`src/rtl/fetch_ctrl_pkg.sv`:
```
// Shared types and constants for the instruction fetch controller.
package fetch_ctrl_pkg;

    localparam int unsigned XLEN = 32;

    localparam logic [XLEN-1:0] DEFAULT_RESET_PC = 32'h0000_0000;
    localparam logic [XLEN-1:0] BUBBLE           = 32'h0000_0000;
    localparam logic [XLEN-1:0] PC_STEP          = 32'h0000_0004;

    typedef enum logic [1:0] {
        ST_BOOT  = 2'd0,
        ST_FETCH = 2'd1,
        ST_HOLD  = 2'd2,
        ST_DRAIN = 2'd3
    } state_e;

endpackage

```
`src/rtl/fetch_skid_buf.sv`:
```
// One-entry buffer parking a fetched word and its PC while Decode is stalled.
module fetch_skid_buf
    import fetch_ctrl_pkg::*;
(
    input  logic            clk,
    input  logic            rst_n,
    input  logic            load_i,
    input  logic            clear_i,
    input  logic [XLEN-1:0] instr_i,
    input  logic [XLEN-1:0] pc_i,
    output logic [XLEN-1:0] instr_o,
    output logic [XLEN-1:0] pc_o
);

    logic [XLEN-1:0] instr_q;
    logic [XLEN-1:0] pc_q;

    // Load takes priority over clear; both never assert together.
    always_ff @(posedge clk or negedge rst_n) begin
        if (!rst_n) begin
            instr_q <= '0;
            pc_q    <= '0;
        end else if (load_i) begin
            instr_q <= instr_i;
            pc_q    <= pc_i;
        end else if (clear_i) begin
            instr_q <= '0;
            pc_q    <= '0;
        end
    end

    assign instr_o = instr_q;
    assign pc_o    = pc_q;

endmodule

```
`src/rtl/fetch_ctrl.sv`:
```
// Fetch stage controller: PC sequencing, memory handshake, Decode register with stall/flush.
module fetch_ctrl
    import fetch_ctrl_pkg::*;
#(
    parameter logic [31:0] RESET_PC = DEFAULT_RESET_PC
) (
    input  logic        clk,
    input  logic        reset,
    input  logic        PCsrcE,
    input  logic [31:0] PCTargetE,
    input  logic        StallD,
    input  logic        imem_ready,
    input  logic [31:0] imem_rdata,
    output logic        imem_req,
    output logic [31:0] imem_addr,
    output logic [31:0] PCF,
    output logic [31:0] InstrD,
    output logic [31:0] PCD,
    output logic [31:0] PCPlus4D,
    output logic        ValidD
);

    state_e          state_q, state_d;
    logic [XLEN-1:0] pcf_q, pcf_d;
    logic [XLEN-1:0] instr_q, instr_d;
    logic [XLEN-1:0] pcd_q, pcd_d;
    logic [XLEN-1:0] pcp4_q, pcp4_d;
    logic            valid_q, valid_d;
    logic [XLEN-1:0] redir_q, redir_d;

    logic            buf_load;
    logic            buf_clear;
    logic [XLEN-1:0] buf_instr;
    logic [XLEN-1:0] buf_pc;

    logic            dec_bubble;
    logic            dec_load;
    logic [XLEN-1:0] ld_instr;
    logic [XLEN-1:0] ld_pc;

    logic [XLEN-1:0] pcf_plus4;

    assign pcf_plus4 = pcf_q + PC_STEP;

    fetch_skid_buf u_skid (
        .clk     (clk),
        .rst_n   (reset),
        .load_i  (buf_load),
        .clear_i (buf_clear),
        .instr_i (imem_rdata),
        .pc_i    (pcf_q),
        .instr_o (buf_instr),
        .pc_o    (buf_pc)
    );

    always_ff @(posedge clk or negedge reset) begin
        if (!reset) begin
            state_q <= ST_BOOT;
            pcf_q   <= RESET_PC;
            instr_q <= BUBBLE;
            pcd_q   <= BUBBLE;
            pcp4_q  <= BUBBLE;
            valid_q <= 1'b0;
            redir_q <= '0;
        end else begin
            state_q <= state_d;
            pcf_q   <= pcf_d;
            instr_q <= instr_d;
            pcd_q   <= pcd_d;
            pcp4_q  <= pcp4_d;
            valid_q <= valid_d;
            redir_q <= redir_d;
        end
    end

    // Flush (PCsrcE) always dominates stall; dropped words only ever become bubbles.
    always_comb begin
        state_d    = state_q;
        pcf_d      = pcf_q;
        redir_d    = redir_q;
        buf_load   = 1'b0;
        buf_clear  = 1'b0;
        dec_bubble = 1'b0;
        dec_load   = 1'b0;
        ld_instr   = imem_rdata;
        ld_pc      = pcf_q;

        unique case (state_q)
            ST_BOOT: begin
                pcf_d   = RESET_PC;
                state_d = ST_FETCH;
            end
            ST_FETCH: begin
                if (PCsrcE) begin
                    dec_bubble = 1'b1;
                    if (imem_ready) begin
                        pcf_d = PCTargetE;
                    end else begin
                        redir_d = PCTargetE;
                        state_d = ST_DRAIN;
                    end
                end else if (imem_ready) begin
                    pcf_d = pcf_plus4;
                    if (!StallD) begin
                        dec_load = 1'b1;
                    end else begin
                        buf_load = 1'b1;
                        state_d  = ST_HOLD;
                    end
                end else if (!StallD) begin
                    dec_bubble = 1'b1;
                end
            end
            ST_HOLD: begin
                if (PCsrcE) begin
                    dec_bubble = 1'b1;
                    buf_clear  = 1'b1;
                    pcf_d      = PCTargetE;
                    state_d    = ST_FETCH;
                end else if (!StallD) begin
                    dec_load  = 1'b1;
                    ld_instr  = buf_instr;
                    ld_pc     = buf_pc;
                    buf_clear = 1'b1;
                    state_d   = ST_FETCH;
                end
            end
            ST_DRAIN: begin
                if (PCsrcE) begin
                    dec_bubble = 1'b1;
                    redir_d    = PCTargetE;
                end else if (!StallD) begin
                    dec_bubble = 1'b1;
                end
                if (imem_ready) begin
                    pcf_d   = PCsrcE ? PCTargetE : redir_q;
                    redir_d = '0;
                    state_d = ST_FETCH;
                end
            end
            default: state_d = ST_BOOT;
        endcase
    end

    // Decode register next-state from the load/bubble decision above.
    always_comb begin
        instr_d = instr_q;
        pcd_d   = pcd_q;
        pcp4_d  = pcp4_q;
        valid_d = valid_q;
        if (dec_bubble) begin
            instr_d = BUBBLE;
            pcd_d   = BUBBLE;
            pcp4_d  = BUBBLE;
            valid_d = 1'b0;
        end else if (dec_load) begin
            instr_d = ld_instr;
            pcd_d   = ld_pc;
            pcp4_d  = ld_pc + PC_STEP;
            valid_d = 1'b1;
        end
    end

    assign imem_req  = reset & ((state_q == ST_FETCH) | (state_q == ST_DRAIN));
    assign imem_addr = pcf_q;
    assign PCF       = pcf_q;
    assign InstrD    = instr_q;
    assign PCD       = pcd_q;
    assign PCPlus4D  = pcp4_q;
    assign ValidD    = valid_q;

endmodule
```
`config.mk`:
```
export PLATFORM = sky130hd
export DESIGN_NAME = fetch_ctrl
export DESIGN_NICKNAME = d
export VERILOG_FILES = /design/src/rtl/fetch_ctrl_pkg.sv /design/src/rtl/fetch_skid_buf.sv /design/src/rtl/fetch_ctrl.sv
export SDC_FILE = /design/constraint.sdc
export NUM_CORES = 1
export LEC_CHECK = 0
export ABC_AREA = 1
export CORE_MARGIN = 2
export CORE_UTILIZATION = 40
export CTS_BUF_LIST = sky130_fd_sc_hd__clkbuf_2
export DETAILED_ROUTE_END_ITERATION = 10
export DONT_BUFFER_PORTS = 1
export GPL_ROUTABILITY_DRIVEN = 0
export SLEW_MARGIN = 10
export SYNTH_ARGS = -nofsm -noshare
export SYNTH_HDL_FRONTEND = slang
export SYNTH_HIERARCHICAL = 1
export SYNTH_SLANG_ARGS = --single-unit
export TNS_END_PERCENT = 10
```
`constraint.sdc`:
```
create_clock -name clk -period 4.9 [get_ports clk]
set_clock_uncertainty 0.15 [all_clocks]
set_input_delay 0.98 -clock clk [delete_from_list [all_inputs] [get_ports clk]]
set_output_delay 0.98 -clock clk [all_outputs]
set_load 0.1 [all_outputs]
```
==> summary.md <==
| Metric | Value |
|---|---|
| Status | finished, violations left |
| Violated checks | hold timing |
| Max Buffers Root-to-Sink | 3 |
| Area Growth Syn to Fin | 5.509% |
| Crit-path most repeated cell | buf_4 |
| Post-synthesis sequential area ratio | 45.49% |
| CTS clk-pin slew, worst paths | 100 ps |
| Max Fclk | 0.2876 GHz |
| Vias in the first global route | 10348 |
| Global-route wire length before repair | 59.30 mm |
| Clock sinks | 225 |
| DRT antenna net count | 0 |
| Die Area | 32370 sq um |
| Worst setup SP type | flip-flop |
| Yosys warnings | 6 |
| Mapped Area | 12380 sq um |
| Drt wl/cell | 18.03 microns |
| CTS tree | built |
| CP max FO | 33 |
| Setup-failing EPs final | 0 |
| RSZ-0062 raised after global routing | false |
| Initial Utilization | 40.57% |
| Measured slew at the worst slew-check pin | 1178 ps |
| Inst Count DP | 1962 |
| Die Y-Extent | 179.9 microns |
| DRC violations left | 0 |
| Detailed-route vias per instance | 5.285 |
| Setup Buffers After CTS | 0 |
| Fraction of layout cells with a size suffix above 1 | 13.05% |
| Top area cells in the synthesized netlist | dfrtp_1, nand2_1, nand3_1 |
| Iter 0 DRT Violations | 880 |
| Avg Synthesized Cell Area | 7.516 sq um |
| Hold_ws | -305.0 ps |
| CP Buf/Inv Count | 2 |
| Yosys reg bits | 225 |
| Nets | 1710 |
| Grt ovf | 0 |
| Pre-Repair DR Iteration Count | 5 |
| Port buffer count | 0 |
| Post-synth top area cell | dfrtp_1 |
| Core area | 30510 sq um |
| Num CTS Buffers | 67 |
| Worst setup path class | reg2out |
| Synth cell types | 38 |
| Slew headroom | 21.45% |
| Period minus WS final | 3477 ps |
| WL final | 37.29 mm |
| Hold Crit Class | in2async |
| Slew Viols, Final | 0 |
| I/O pin cnt | 231 |
| Initial antenna violation count | 1 |
| # rows | 64 |
| DP Wirelength | 24.85 mm |
| Setup TNS Final | 0 ps |
| Worst-Skew Late Latency | 850 ps |
| CP arrival | 2350 ps |
| Tcrit/Tclk final | 70.97% |
| Total Routing Usage GR | 22.82% |
| Synth Instances | 1647 |
| CP Data Required Time | 3770 ps |
| Slowest cell on the critical path | dfrtp_1 |
| Crit path max-delay family | buffers and inverters |
| Post-cts sizing count | 0 |
| Critical path cell sequence | ha_1, buf_4, nor2_1, nor2_2, buf_4 |
| Crit-path max cell delay | 410 ps |
| Via count | 10929 |
| Max cap viols | 0 |
| Clock Tree Root | clkbuf_2 |
| Mapped Nets | 1722 |
| Final Hold Viols | 225 |
| Top-area cell type share of the netlist area | 45.49% |
| Largest net degree at the start of global routing | 227 |
| Final Instance Count excl. Fillers | 2068 |
| H-tree levels | 3 |
| Die span in x | 179.9 microns |
| Critical Path End Type | primary output |
through the flow:
step / setup slack (ps) / cell area [sq um] / utilization (%) / hold slack [ps]
6_report: 1423 / 13060 / 42.81 / -305.0
5_1_grt: 1232 / 13060 / 42.81 / -401.3
4_1_cts: 1338 / 13060 / 42.80 / -389.5
3_5_place_dp: 1586 / 12540 / 41.10 / 307.3
3_3_place_gp: 1656 / 12540 / 41.10 / 302.7
2_1_floorplan: 1512 / 12380 / - / 286.7
synth_stat cells:
cell type and number:
nand2_1 689, dfrtp_1 225, nor2_1 104, nand3_1 91
o21ai_0 89, inv_1 77, buf_4 44, clkbuf_1 42
a21oi_1 40, mux2i_1 36, a22oi_1 28, buf_2 24
a22o_1 17, nand4_1 15, nor3_1 15, nand2_2 14
xor2_1 14, nor2_4 11, o21ai_1 10, inv_2 9
o211ai_1 7, ha_1 6, buf_6 5, nor2_2 5
nand3_2 4, nand3b_1 4, o21bai_1 4, xnor2_1 4
a31oi_1 3, o22ai_1 3, a221oi_1 1, a32o_1 1
clkinv_1 1, nand2_4 1, nor2_8 1, nor3_2 1
nor3b_1 1, o31ai_1 1
per-layer routing:
metal | wire, microns | GRT usage [%] | part of all wire (%)
met5 | 0 | 0 | 0
met4 | 1399 | 9.919 | 3.8
met3 | 3146 | 6.706 | 8.4
met2 | 16070 | 33.00 | 43
met1 | 16670 | 31.69 | 45
worst paths after layout:
| kind | startpoint | to | slack, ps | cells past startpoint |
|---|---|---|---|---|
| max in group asynchronous | reset | PCF[26]$_DFFE_PN0P_ | 4470 | 0 |
| hold / removal | reset | PCF[4]$_DFFE_PN0P_ | -300 | 0 |
| min in group clk | PCTargetE[18] | redir_q[18]$_DFFE_PN0P_ | 120 | 2 |
| setup / recovery | state_q[1]$_DFFE_PN0P_ | imem_req | 1420 | 5 |
| setup reg to reg | PCF[12]$_DFFE_PN0P_ | PCF[30]$_DFFE_PN0P_ | 1910 | 8 |
| hold reg to reg | u_skid/pc_o[19]$_DFFE_PN0P_ | u_skid/pc_o[19]$_DFFE_PN0P_ | 320 | 2 |
cells in the final DEF, fill, tap and decap left out, types with 3 or more instances in the layout:
master,Yosys,layout
a22oi_1,28,28
dfrtp_1,225,191
clkbuf_2,0,98
nand4_1,15,15
nand2_2,14,14
nand2_1,689,689
inv_1,77,77
xnor2_1,4,4
a21oi_1,40,40
nor2_1,104,100
o21ai_0,89,88
nand3_2,4,4
a22o_1,17,17
o211ai_1,7,7
clkinv_1,1,6
buf_4,44,33
nor2_4,11,12
xor2_1,14,14
ha_1,6,6
nor3_1,15,15
nor2_2,5,8
inv_2,9,11
a31oi_1,3,3
o21bai_1,4,4
nand3b_1,4,4
dfrtp_2,0,34
o22ai_1,3,3
o21ai_1,10,11
mux2i_1,36,36
nand3_1,91,91
cell families after synthesis:
kind of cell | synth area share (%)
buf+inv | 8.006
simple gates | 32.01
compound gates | 9.704
fa+ha+maj | 0.6065
mux | 2.911
flops | 45.49
xor+xnor | 1.274
registers in the layout, indices dropped and copies added (netlist names):
register / flops
InstrD: 32
redir_q: 32
state_q: 2
PCD: 32
u_skid/instr_o: 32
PCPlus4D: 30
ValidD: 1
u_skid/pc_o: 32
PCF: 32
area by class of cell:
type / count / area (sq um)
fill: 3115 / 17450
multi-input combinational: 1220 / 5778
clock inverter: 7 / 26.28
antenna: 1 / 2.502
inverter: 87 / 326.6
timing repair buffer: 34 / 267.8
clock buffer: 98 / 490.5
sequential: 225 / 5673
tap: 396 / 495.5
Power is not shown: default switching activity piles up to over one toggle a cycle in this logic, so the estimate is an artifact.
